[src/rtl/dcache_direct_if.sv]
// CPU-side and memory-side signal bundle of the direct-mapped data cache.
// slave = cache view, master = pipeline/memory environment view.
interface dcache_direct_if #(
   parameter int WIDTH = 32
);
   logic             cpu_re;
   logic             cpu_we;
   logic [2:0]       cpu_mode;
   logic [WIDTH-1:0] cpu_addr;
   logic [WIDTH-1:0] cpu_wdata;
   logic [WIDTH-1:0] cpu_rdata;
   logic             stall;
   logic             mem_req;
   logic             mem_we;
   logic [WIDTH-1:0] mem_addr;
   logic [WIDTH-1:0] mem_wdata;
   logic [3:0]       mem_wstrb;
   logic [WIDTH-1:0] mem_rdata;
   logic             mem_ack;

   modport slave (
      input  cpu_re, cpu_we, cpu_mode, cpu_addr, cpu_wdata, mem_rdata, mem_ack,
      output cpu_rdata, stall, mem_req, mem_we, mem_addr, mem_wdata, mem_wstrb
   );

   modport master (
      output cpu_re, cpu_we, cpu_mode, cpu_addr, cpu_wdata, mem_rdata, mem_ack,
      input  cpu_rdata, stall, mem_req, mem_we, mem_addr, mem_wdata, mem_wstrb
   );
endinterface

[src/rtl/dcache_direct.sv]
// Direct-mapped, write-through, no-write-allocate data cache, one word per line.
// Define DCACHE_STATS_EN to add saturating hit_count/miss_count outputs.
module dcache_direct #(
   parameter int WIDTH = 32,
   parameter int LINES = 16
) (
   input  logic             clk,
   input  logic             rst,
   dcache_direct_if.slave   bus
`ifdef DCACHE_STATS_EN
   ,
   output logic [31:0]      hit_count,
   output logic [31:0]      miss_count
`endif
);
   localparam int IDX  = $clog2(LINES);
   localparam int TAGW = WIDTH - IDX - 2;

   typedef enum logic [1:0] {S_IDLE, S_FILL, S_WRITE} state_t;

   state_t           state_q;
   logic [LINES-1:0] valid_q;
   logic [TAGW-1:0]  tag_q  [LINES];
   logic [WIDTH-1:0] data_q [LINES];
   logic             mem_req_q, mem_we_q, done_q;
   logic [WIDTH-1:0] mem_addr_q, mem_wdata_q;
   logic [3:0]       mem_wstrb_q;

   logic [IDX-1:0]   cpu_idx, mem_idx;
   logic [TAGW-1:0]  cpu_tag, mem_tag;
   logic             line_hit, wr_hit, idle, store_new, load_req, load_hit, load_miss;
   logic [WIDTH-1:0] line_word, rdata_ext, st_wdata, merged;
   logic [7:0]       ld_byte;
   logic [15:0]      ld_half;
   logic [3:0]       st_wstrb;

   assign cpu_idx = bus.cpu_addr[IDX+1:2];
   assign cpu_tag = bus.cpu_addr[WIDTH-1:IDX+2];
   assign mem_idx = mem_addr_q[IDX+1:2];
   assign mem_tag = mem_addr_q[WIDTH-1:IDX+2];

   assign line_hit  = valid_q[cpu_idx] && (tag_q[cpu_idx] == cpu_tag);
   assign wr_hit    = valid_q[mem_idx] && (tag_q[mem_idx] == mem_tag);
   assign idle      = rst && (state_q == S_IDLE);
   // done_q marks the cycle right after an ack: the held store retires without reissuing
   assign store_new = idle && bus.cpu_we && !done_q;
   assign load_req  = idle && bus.cpu_re && !bus.cpu_we;
   assign load_hit  = load_req && line_hit;
   assign load_miss = load_req && !line_hit;

   assign bus.stall     = rst && ((state_q != S_IDLE) || store_new || load_miss);
   assign bus.mem_req   = mem_req_q;
   assign bus.mem_we    = mem_we_q;
   assign bus.mem_addr  = mem_addr_q;
   assign bus.mem_wdata = mem_wdata_q;
   assign bus.mem_wstrb = mem_wstrb_q;
   assign bus.cpu_rdata = load_hit ? rdata_ext : '0;

   always_comb begin
      line_word = data_q[cpu_idx];
      ld_byte   = line_word[{bus.cpu_addr[1:0], 3'b000} +: 8];
      ld_half   = bus.cpu_addr[1] ? line_word[31:16] : line_word[15:0];
      case (bus.cpu_mode)
         3'b000:  rdata_ext = {{24{ld_byte[7]}}, ld_byte};
         3'b001:  rdata_ext = {{16{ld_half[15]}}, ld_half};
         3'b100:  rdata_ext = {24'h0, ld_byte};
         3'b101:  rdata_ext = {16'h0, ld_half};
         default: rdata_ext = line_word;
      endcase
   end

   always_comb begin
      case (bus.cpu_mode[1:0])
         2'b00: begin
            st_wstrb = 4'b0001 << bus.cpu_addr[1:0];
            st_wdata = {4{bus.cpu_wdata[7:0]}};
         end
         2'b01: begin
            st_wstrb = bus.cpu_addr[1] ? 4'b1100 : 4'b0011;
            st_wdata = {2{bus.cpu_wdata[15:0]}};
         end
         default: begin
            st_wstrb = 4'b1111;
            st_wdata = bus.cpu_wdata;
         end
      endcase
   end

   always_comb begin
      merged = data_q[mem_idx];
      for (int b = 0; b < 4; b++) begin
         if (mem_wstrb_q[b]) merged[8*b +: 8] = mem_wdata_q[8*b +: 8];
      end
   end

   always_ff @(posedge clk) begin
      if (rst && bus.mem_ack) begin
         if (state_q == S_FILL) begin
            data_q[mem_idx] <= bus.mem_rdata;
            tag_q[mem_idx]  <= mem_tag;
         end else if (state_q == S_WRITE && wr_hit) begin
            data_q[mem_idx] <= merged;
         end
      end
   end

   always_ff @(posedge clk) begin
      if (!rst) begin
         state_q     <= S_IDLE;
         valid_q     <= '0;
         mem_req_q   <= 1'b0;
         mem_we_q    <= 1'b0;
         mem_addr_q  <= '0;
         mem_wdata_q <= '0;
         mem_wstrb_q <= 4'b0000;
         done_q      <= 1'b0;
      end else begin
         done_q <= 1'b0;
         case (state_q)
            S_IDLE: begin
               if (store_new) begin
                  state_q     <= S_WRITE;
                  mem_req_q   <= 1'b1;
                  mem_we_q    <= 1'b1;
                  mem_addr_q  <= {bus.cpu_addr[WIDTH-1:2], 2'b00};
                  mem_wdata_q <= st_wdata;
                  mem_wstrb_q <= st_wstrb;
               end else if (load_miss) begin
                  state_q     <= S_FILL;
                  mem_req_q   <= 1'b1;
                  mem_we_q    <= 1'b0;
                  mem_addr_q  <= {bus.cpu_addr[WIDTH-1:2], 2'b00};
                  mem_wdata_q <= '0;
                  mem_wstrb_q <= 4'b0000;
               end
            end
            S_FILL, S_WRITE: begin
               if (bus.mem_ack) begin
                  if (state_q == S_FILL) valid_q[mem_idx] <= 1'b1;
                  state_q     <= S_IDLE;
                  mem_req_q   <= 1'b0;
                  mem_we_q    <= 1'b0;
                  mem_wstrb_q <= 4'b0000;
                  done_q      <= 1'b1;
               end
            end
            default: state_q <= S_IDLE;
         endcase
      end
   end

`ifdef DCACHE_STATS_EN
   logic [31:0] hit_cnt_q, miss_cnt_q;

   // the retry that completes a fill is not a hit
   always_ff @(posedge clk) begin
      if (!rst) begin
         hit_cnt_q  <= '0;
         miss_cnt_q <= '0;
      end else begin
         if (load_hit && !done_q && hit_cnt_q != 32'hFFFF_FFFF) hit_cnt_q <= hit_cnt_q + 32'd1;
         if (load_miss && miss_cnt_q != 32'hFFFF_FFFF) miss_cnt_q <= miss_cnt_q + 32'd1;
      end
   end

   assign hit_count  = hit_cnt_q;
   assign miss_count = miss_cnt_q;
`endif
endmodule

[src/flat_wrapper.sv]
// flat-port wrapper written by rule: the top's interface ports become plain ports
module dcache_direct_flat 
#(
   parameter int WIDTH = 32,
   parameter int LINES = 16
)
  (clk, rst, bus_cpu_re, bus_cpu_we, bus_cpu_mode, bus_cpu_addr, bus_cpu_wdata, bus_mem_rdata, bus_mem_ack, bus_cpu_rdata, bus_stall, bus_mem_req, bus_mem_we, bus_mem_addr, bus_mem_wdata, bus_mem_wstrb);
  dcache_direct_if #(.WIDTH(WIDTH)) bus_i ();
  input  logic clk;
  input  logic rst;
  input wire logic [$bits(bus_i.cpu_re)-1:0] bus_cpu_re;
  input wire logic [$bits(bus_i.cpu_we)-1:0] bus_cpu_we;
  input wire logic [$bits(bus_i.cpu_mode)-1:0] bus_cpu_mode;
  input wire logic [$bits(bus_i.cpu_addr)-1:0] bus_cpu_addr;
  input wire logic [$bits(bus_i.cpu_wdata)-1:0] bus_cpu_wdata;
  input wire logic [$bits(bus_i.mem_rdata)-1:0] bus_mem_rdata;
  input wire logic [$bits(bus_i.mem_ack)-1:0] bus_mem_ack;
  output wire logic [$bits(bus_i.cpu_rdata)-1:0] bus_cpu_rdata;
  output wire logic [$bits(bus_i.stall)-1:0] bus_stall;
  output wire logic [$bits(bus_i.mem_req)-1:0] bus_mem_req;
  output wire logic [$bits(bus_i.mem_we)-1:0] bus_mem_we;
  output wire logic [$bits(bus_i.mem_addr)-1:0] bus_mem_addr;
  output wire logic [$bits(bus_i.mem_wdata)-1:0] bus_mem_wdata;
  output wire logic [$bits(bus_i.mem_wstrb)-1:0] bus_mem_wstrb;
  assign bus_i.cpu_re = bus_cpu_re;
  assign bus_i.cpu_we = bus_cpu_we;
  assign bus_i.cpu_mode = bus_cpu_mode;
  assign bus_i.cpu_addr = bus_cpu_addr;
  assign bus_i.cpu_wdata = bus_cpu_wdata;
  assign bus_i.mem_rdata = bus_mem_rdata;
  assign bus_i.mem_ack = bus_mem_ack;
  assign bus_cpu_rdata = bus_i.cpu_rdata;
  assign bus_stall = bus_i.stall;
  assign bus_mem_req = bus_i.mem_req;
  assign bus_mem_we = bus_i.mem_we;
  assign bus_mem_addr = bus_i.mem_addr;
  assign bus_mem_wdata = bus_i.mem_wdata;
  assign bus_mem_wstrb = bus_i.mem_wstrb;
  dcache_direct #(.WIDTH(WIDTH), .LINES(LINES)) u_core (.clk(clk), .rst(rst), .bus(bus_i));
endmodule
[config.mk]
export PLATFORM = sky130hd
export DESIGN_NAME = dcache_direct_flat
export DESIGN_NICKNAME = d
export VERILOG_FILES = /design/src/rtl/dcache_direct_if.sv /design/src/rtl/dcache_direct.sv /design/src/flat_wrapper.sv
export SDC_FILE = /design/constraint.sdc
export NUM_CORES = 1
export LEC_CHECK = 0
export CORE_ASPECT_RATIO = 0.9
export CORE_MARGIN = 2
export CORE_UTILIZATION = 37
export DETAILED_ROUTE_END_ITERATION = 10
export DONT_BUFFER_PORTS = 1
export PLACE_DENSITY_LB_ADDON = 0.3
export SETUP_SLACK_MARGIN = 0.05
export SLEW_MARGIN = 20
export SYNTH_ARGS = -nofsm -noshare
export SYNTH_HDL_FRONTEND = slang
export SYNTH_SLANG_ARGS = --single-unit
[constraint.sdc]
create_clock -name clk -period 15.4 [get_ports clk]
set_input_delay 3.08 -clock clk [delete_from_list [all_inputs] [get_ports clk]]
set_output_delay 3.08 -clock clk [all_outputs]
set_load 0.005 [all_outputs]
==> results of run 1 <==
[flip-flops by register name (all words and copies together) (netlist names), named ones only]
name	count
u_core.bus.mem_we	1
u_core.tag_q	416
u_core.done_q	1
u_core.state_q	2
u_core.valid_q	16
u_core.data_q	512
u_core.bus.mem_wdata	32
u_core.bus.mem_req	1
u_core.bus.mem_wstrb	4
u_core.bus.mem_addr	30
[layer usage]
metal	track usage (%)	vias up	wire length, µm
met2	31.7	1159	59500
li1	-	9984	-
met4	5.60	2	3450
met3	5.23	219	11400
met5	0	-	14
met1	28.2	13100	52000
[area by class of cell]
class | count | area share (%)
multi-input cells | 1245 | 28.4
repair buffers | 31 | 0.530
clock buffers | 122 | 5.52
diodes | 2 | 0.0100
well taps | 1586 | 3.97
inverters | 7 | 0.0550
clock inverters | 77 | 2.17
flip-flops and latches | 1019 | 59.4
[power by group through the flow]
stage / logic (µW) / clock network [µW] / registers, µW
after floorplan: 391 / 0 / 3160
final: 486 / 2830 / 3160
after detailed placement: 480 / 0 / 3220
after global placement: 475 / 0 / 3220
after CTS: 482 / 2870 / 3160
after global routing: 513 / 2970 / 3170
[cells by family after synthesis]
group	after synthesis	synth area share (%)
buf+inv	187	1.94
xor+xnor	66	1.30
other cells	1	0.00841
mux	534	22.5
simple gates	417	4.18
compound gates	222	3.36
flops	1019	66.6
fa+ha+maj	4	0.112
[worst max-delay path, delay by kind of cell]
family / cells / cell delay, ps
and+or+nand+nor: 4 / 1960
AOI/OAI and AO/OA: 4 / 1140
xor gates and xnor gates: 1 / 290
buffers and inverters: 1 / 290
[cell usage in the layout (no fill, tap or decap), types with 6 or more instances in the layout]
cell and count:
sky130_fd_sc_hd__nand3b_1 7, sky130_fd_sc_hd__a21oi_1 57, sky130_fd_sc_hd__nor2b_1 14, sky130_fd_sc_hd__a22oi_1 19, sky130_fd_sc_hd__and2_1 6, sky130_fd_sc_hd__a31oi_1 10
sky130_fd_sc_hd__o21ai_0 18, sky130_fd_sc_hd__clkbuf_16 107, sky130_fd_sc_hd__nor4_1 8, sky130_fd_sc_hd__clkinv_1 20, sky130_fd_sc_hd__bufinv_16 26, sky130_fd_sc_hd__mux2i_1 120
sky130_fd_sc_hd__nand4_1 6, sky130_fd_sc_hd__mux4_2 372, sky130_fd_sc_hd__nor2_1 152, sky130_fd_sc_hd__o22ai_1 11, sky130_fd_sc_hd__nand2_1 124, sky130_fd_sc_hd__nor2_4 17
sky130_fd_sc_hd__dfxtp_1 87, sky130_fd_sc_hd__o21a_1 17, sky130_fd_sc_hd__nand3_1 49, sky130_fd_sc_hd__a211oi_1 15, sky130_fd_sc_hd__xnor2_1 19, sky130_fd_sc_hd__xor2_1 47
sky130_fd_sc_hd__edfxtp_1 928, sky130_fd_sc_hd__a311oi_1 8, sky130_fd_sc_hd__inv_1 6, sky130_fd_sc_hd__buf_4 29, sky130_fd_sc_hd__o31ai_1 32, sky130_fd_sc_hd__clkbuf_1 12
sky130_fd_sc_hd__mux2_2 42, sky130_fd_sc_hd__clkinv_2 21
[worst paths after layout]
kind	depth (start not counted)	slack, ps	endpoint	from
worst max-delay path	10	5230	bus_cpu_rdata[15]	bus_cpu_addr[2]
worst min-delay path	2	470	u_core.bus.mem_addr[27]$_SDFFE_PN0P_	u_core.bus.mem_addr[27]$_SDFFE_PN0P_
worst max register to register	9	8920	u_core.data_q[2][19]$_DFFE_PP_	flip-flop
worst min register to register	2	470	u_core.bus.mem_addr[27]$_SDFFE_PN0P_	u_core.bus.mem_addr[27]$_SDFFE_PN0P_
[stage by stage]
step / utilization, % / setup WS [ps]
global placement: 38.7 / 5340
floorplan: - / 6120
global route: 42.0 / 5090
CTS: 41.9 / 5370
finish: 42.0 / 5230
detailed placement: 38.7 / 5390
==> results summary, run 1 <==
Hold is met by 465 ps. The tree built by TritonCTS fans out to 1019 sinks. Across the run, the number of max-cap violations was 0.

After detailed routing, the average wire length per cell comes to between 30 and 40 µm. Walking the worst path, the cells encountered are nor2_1 > a22o_1 > a221oi_1 > xnor2_1 > a2111oi_0 > nand4_1 > nor4_1 > nand2b_1 > buf_4 > a31oi_1. The final cell area excluding filler cells is 0.0500 mm². The largest total area in the synthesized netlist belongs to sky130_fd_sc_hd__edfxtp_1. Sorting the synthesized cells by how often they occur yields sky130_fd_sc_hd__edfxtp_1, sky130_fd_sc_hd__mux4_2, sky130_fd_sc_hd__nor2_1. The clock edge transition at the registers on the reported setup and hold paths came out at about 60 ps. No sink is reached through more buffers than the 3 on the longest clock path. Synthesis produced a netlist whose cell count is between 2k and 2.5k. The via total after detailed routing came out at roughly 24k. The number of gates resized after CTS was 0.

The initial antenna violation count came out at 1. The number of flops mapped to enable cells by yosys is ~930. The final HPWL from detailed placement came out at just under 80000 µm. The share of the synthesized area in the top cell type came out at 62.5%. The depth of the CTS H-tree came out at 3. The largest single stage delay on the critical path is 1050 ps.

Once placement finished, the instance area stood at 0.0461 mm². Summing all multi-input logic gate instances after layout gives 0.0142 mm². The leakage component of the power came out at approximately 0.015 µW. The slowest stage of the critical path is the sky130_fd_sc_hd__nor2_1 cell. In this run the worst hold path is classified as flip-flop to flip-flop. IR analysis of the VDD net gives a maximum drop of 0.0953 mV. The total area inside the core boundary comes to between 0.1 and 0.15 mm². The storage element area came out at 0.0297 mm². The floorplan row count came out at 120. The power density relative to cell area is 129 mW/mm².

The area added between synthesis and finish came out at 12.2%. The vias per cell is 5.97. The final count of negative-setup-slack endpoints came out at 0. Clock tree synthesis inserted a total of 105 buffers. The sequential power share is 48.8%. Measured along the x axis, the die boundary spans 370 µm. In the post-synthesis netlist, the biggest area contributors are sky130_fd_sc_hd__edfxtp_1, sky130_fd_sc_hd__mux4_2, sky130_fd_sc_hd__dfxtp_1. The worst setup path is captured at an output port.

The routed design has 126000 µm of wire. The relative contribution of combinational cells to total power is 7.5%. The first-pass GRT wire length is about 180000 µm. The fmax is 98.4 MHz. The remaining number of nets flagged by the antenna check after routing came out at 0. The transition time at the pin with the least slew margin came out at 1130 ps. Among all cell types in the netlist, the one instantiated most often is sky130_fd_sc_hd__edfxtp_1.

The via count of the first global-routing pass is ~24k. The number of DRC violations after detailed routing came out at 0. At the end of routability-driven placement, the weighted congestion stood at 0.900.

The post-layout total power came out at 6480 µW. TritonCTS built the clock tree. The critical path in this run is classified as input port to output port.

The I/O pin count is 207. The synthesized area divided by synthesized cell count is 18.2 µm². The worst clock skew on the final layout is between 20 and 30 ps. The number of port buffers is 0. The clock network fraction of design power came out at a little over two fifths. The number of fillers in the final layout is around 10k. The period utilization is between 60% and 70%. The first TritonRoute pass finished after 5 iterations. The highest net fanout along the worst path came out at around 210. The buffer count from post-CTS setup fixing came out at 0.

The number of DRC markers in iteration 0 came out at 2807. The number of flip-flops and latches in the synthesized netlist came out at 1019. The required time of the critical path is between 10000 and 15000 ps. The final max-slew violation count was 0. The time the worst path needs with I/O delays and setup is about 10000 ps.

The post-synthesis instance area came out at between 0.04 and 0.05 mm². The worst max-slew margin expressed relative to the limit is 24.8%. The cell chosen for the clock root is sky130_fd_sc_hd__clkbuf_16. The layout net count is 2517. Setup repair after global routing left no endpoint under its margin.

The floorplan step defined a die boundary enclosing 0.123 mm². The number of hold buffers added after cts came out at 0. Cells with a size suffix above 1 make up 25.7% of the layout. The sequential fraction of the synthesis area came out at about 67%. The net switching power figure is 1460 µW.

The cell count after placement is 3887. The warning count from the yosys run came out at 0. The finished layout holds 4089 standard cells, fillers aside.

The worst setup path is launched from an input port. The cell-internal power is 5020 µW. Among all flip-flop cells after synthesis, the most frequent one is sky130_fd_sc_hd__edfxtp_1. The total count of hold-check failures in the final report came to 0. For the final routed database, the setup TNS stands at 0 ps. Global routing consumed, over all layers together, 20.3% of the routing resources. Clock latency on the worst-skew pair, taken at its later pin, is 700 ps. Data on the critical path arrives at its endpoint at 7090 ps. The starting utilization of the core area is a little under two fifths. The fraction of synthesis flops using an asynchronous set or reset pin is 0%. The overall die height is about 330 µm. The count of cell types in the netlist is 64. The net switching share of the total power is 22.6%.

The flow ran to the end, and the final reports show no timing, DRC or antenna violations. The total overflow left after global routing is 0. The pin count of the biggest net entering global routing came out at ~210.
(Power assumes the default switching activity.)
==> run 2: changes to the inputs <==
==> constraint.sdc (replaced) <==
create_clock -name clk -period 10.45 [get_ports clk]
set_input_delay 2.09 -clock clk [delete_from_list [all_inputs] [get_ports clk]]
set_output_delay 2.09 -clock clk [all_outputs]
set_load 0.005 [all_outputs]
==> results summary, run 2 (synthesized netlist as in run 1, its figures left out) <==
The max-capacitance violation count is 0 (unchanged). TritonCTS built the clock tree. The final setup TNS is 0 ps (unchanged). The relative contribution of combinational cells to total power came out at 7.7% (+0.2 points). The library cell used most frequently in the layout, excluding fill and tap cells, is sky130_fd_sc_hd__edfxtp_1. The net switching power figure came to 2180 µW (+49%).

The area added between synthesis and finish is 12.0%. The buffer count from post-CTS setup fixing is 0 (unchanged). The register ranked first by flip-flop count is u_core.data_q. The I/O pin count is 207 (unchanged).

The clock latency at the later pin of the worst-skew pair came out at 730 ps (+30 ps). The arrival time of the worst setup path was 5970 ps (-1120 ps). The number of DRC markers in iteration 0 came to 2808 (+0.036%). The final wirelength is 127000 µm (+0.37%). The most numerous cell type found on the critical path is sky130_fd_sc_hd__nor4_1. The buffering stage count on the worst path with inverters included came out at 2 (+1). The worst IR drop on VDD is 0.146 mV (+54%).

The flow ran to the end, but the final reports show violations. The cell-internal power came out at 7220 µW (+44%). The post-CTS resize count was 0 (unchanged).

Setup repair after global routing left no endpoint under its margin. The stage delay of the slowest cell on the critical path is 790 ps (-260 ps). The fmax came out at about 120 MHz. The clock network fraction of design power was 42.8% (-0.9 points). Clock tree synthesis selected as its root buffer the cell sky130_fd_sc_hd__clkbuf_16.

The vias per cell is 5.95 (-0.29%). In this run the most critical hold path is launched from u_core.valid_q[14]$_SDFFE_PN0P_. The worst register-to-register path ends at u_core.data_q[0][16]$_DFFE_PP_. The overall die height came out at 333 µm (unchanged). The worst clock skew on the final layout came out at 37.8 ps (+8.97 ps). The final count of negative-setup-slack endpoints came out at 0 (unchanged). The final HPWL from detailed placement is 79000 µm (+0.50%).

The final max-slew violation count is 0 (unchanged). The master of the slowest instance on the critical path is sky130_fd_sc_hd__mux4_2. The number of hold buffers added after cts came out at 0 (unchanged).

The number of DRC violations after detailed routing is 1 (+1). The initial antenna violation count came out at 2 (+1). The floorplan die area is 0.123 mm² (unchanged). The first-pass GRT wire length came out at 181000 µm (about the same).

The post-layout instance count excluding filler cells came out at 4092 (+0.073%). The time the worst path needs with I/O delays and setup came out at approximately 8000 ps. The clock tree buffer depth came out at 3 (unchanged). The category of the critical setup timing path is input port to output port. The worst hold path belongs to the class flip-flop to flip-flop. The highest net fanout along the worst path was 45 (-78%). The clock edge transition at the registers on the reported setup and hold paths is 60 ps (about the same). The core box area came to 0.119 mm² (unchanged).

The number of CTS-inserted buffers came out at 105 (unchanged). The total global routing track utilization is 20.4% (+0.075 points). The floorplan row count is 120 (unchanged).

The required time of the critical path came out at 8360 ps (-3960 ps). The x dimension of the die came out at 370 µm (unchanged). The number of cells on the worst reg-to-reg path was 9 (unchanged). The via total after detailed routing came out at 24.4k (-0.22%).

The overflow left after global routing is 0 (unchanged). The worst-case hold path end point is u_core.valid_q[14]$_SDFFE_PN0P_. The worst-case register-to-register setup slack is 4090 ps (-4830 ps). The category of the worst setup path capture point is an output port.

The critical path goes through clkinv_2 > mux4_2 > xor2_1 > nor4_1 > nand4_1 > nor4_1 > nand2b_1 > buf_4 > a31oi_1. The number of port buffers came to 0 (unchanged). The top cell types in the final layout, fill and taps aside, are sky130_fd_sc_hd__edfxtp_1, sky130_fd_sc_hd__mux4_2, sky130_fd_sc_hd__nor2_1, sky130_fd_sc_hd__nand2_1, sky130_fd_sc_hd__mux2i_1.

The cell depth of the worst min-delay path is 1 (-1). The flip-flop count of the largest register after layout is 512 (unchanged). The starting utilization of the core area came out at 37.4% (unchanged).

The total iterations of the first detailed-routing run is 9 (+4). The via count of the first global-routing pass came to 24.6k (+0.94%). The number of clock sinks was 1019 (unchanged). The pin count of the biggest net entering global routing is 208 (unchanged). The transition time at the pin with the least slew margin was 1090 ps (-36.3 ps). The share of cells above drive strength 1 came out at 25.9% (+0.22 points). The post-layout total power was 9400 µW (+45%).

The final reports fail on DRC. The cell count after placement is 3890 (+0.077%). The global placement routability congestion was 0.901 (about the same). The net switching share of the total power came out at 23.2% (+0.61 points).

STA classifies the critical path startpoint as an input port. The cell family contributing the most delay on the critical path is simple AND/OR/NAND/NOR gates. After layout, the worst path uses 77.1% of the clock period.

The total count of hold-check failures in the final report came to 0 (unchanged). The routed length per instance is 31.0 µm (+0.30%). The depth of the CTS H-tree is 3 (unchanged).

The power density relative to cell area is 188 mW/mm² (+45%). The layout net count was 2520 (+0.12%). The remaining number of nets flagged by the antenna check after routing is 0 (unchanged).

The leakage component of the power came out at 0.0154 µW (-0.27%). The sequential power share is 49.5% (+0.7 points). The worst max-slew margin expressed relative to the limit is 27.3% (+2.5 points).
run 2: cell count changes in the layout (fill, tap and decap cells not counted), moves of 2 or more:
cell                        delta
sky130_fd_sc_hd__clkinv_2      +3
sky130_fd_sc_hd__clkinv_4      +2
sky130_fd_sc_hd__clkinv_16     +3
sky130_fd_sc_hd__clkinv_1      -3
sky130_fd_sc_hd__bufinv_16     -9
sky130_fd_sc_hd__clkbuf_8      +4
sky130_fd_sc_hd__inv_16        -3
sky130_fd_sc_hd__clkinv_8      +2
sky130_fd_sc_hd__buf_4         +3
run 2: metrics by stage:
stage	util [%]	cell area [µm²]	hold slack, ps	setup slack [ps]
after floorplan	-	44600	452	3150
after global placement	38.7	46200	460	2390
after CTS	41.9	49900	489	2400
after detailed placement	38.7	46200	476	2420
after global routing	41.9	49900	507	2270
final	41.9	49900	485	2390
run 2: layout make-up:
class                   count  area [µm²]
clock buffers             126        2840
inverters                   7        27.5
clock inverters            72         897
fillers                 10400       69300
diodes                      3        7.51
repair buffers             34         288
multi-input cells        1245       14200
well taps                1586        1980
flip-flops and latches   1019       29700
run 2: worst register-to-register path, stage by stage (launching register included):
cell and delay [ps]:
sky130_fd_sc_hd__dfxtp_4 810, sky130_fd_sc_hd__buf_12 480, sky130_fd_sc_hd__mux4_2 750, sky130_fd_sc_hd__mux4_2 490, sky130_fd_sc_hd__xor2_1 190, sky130_fd_sc_hd__nor4_1 440, sky130_fd_sc_hd__nand4_1 450, sky130_fd_sc_hd__or4_1 1020
sky130_fd_sc_hd__and2_1 530, sky130_fd_sc_hd__nor2_1 780
run 2: power by group through the flow:
stage / Combinational, µW / Sequential (µW) / Clock (µW)
6_report: 728 / 4650 / 4020
3_3_place_gp: 712 / 4730 / 0
2_1_floorplan: 576 / 4660 / 0
3_5_place_dp: 721 / 4740 / 0
5_1_grt: 766 / 4670 / 4230
4_1_cts: 724 / 4650 / 4070
run 2: worst max-delay path by stage:
stage                                   end  cells after the start  slack, ps             from
after floorplan            bus_cpu_rdata[0]                     12       3150  bus_cpu_addr[2]
after global placement    bus_cpu_rdata[15]                      9       2390  bus_cpu_addr[5]
after detailed placement  bus_cpu_rdata[15]                      9       2420  bus_cpu_addr[5]
after CTS                 bus_cpu_rdata[15]                      9       2400  bus_cpu_addr[5]
after global routing      bus_cpu_rdata[15]                      9       2270  bus_cpu_addr[5]
final                     bus_cpu_rdata[15]                      9       2390  bus_cpu_addr[5]
run 2: layer usage:
metal | global-route usage, % | wire length, µm | vias up
li1 | - | - | 9978
met3 | 6.36 | 12200 | 240
met1 | 27.8 | 51500 | 13000
met5 | 0 | 23 | -
met4 | 6.42 | 4080 | 4
met2 | 31.2 | 59000 | 1141
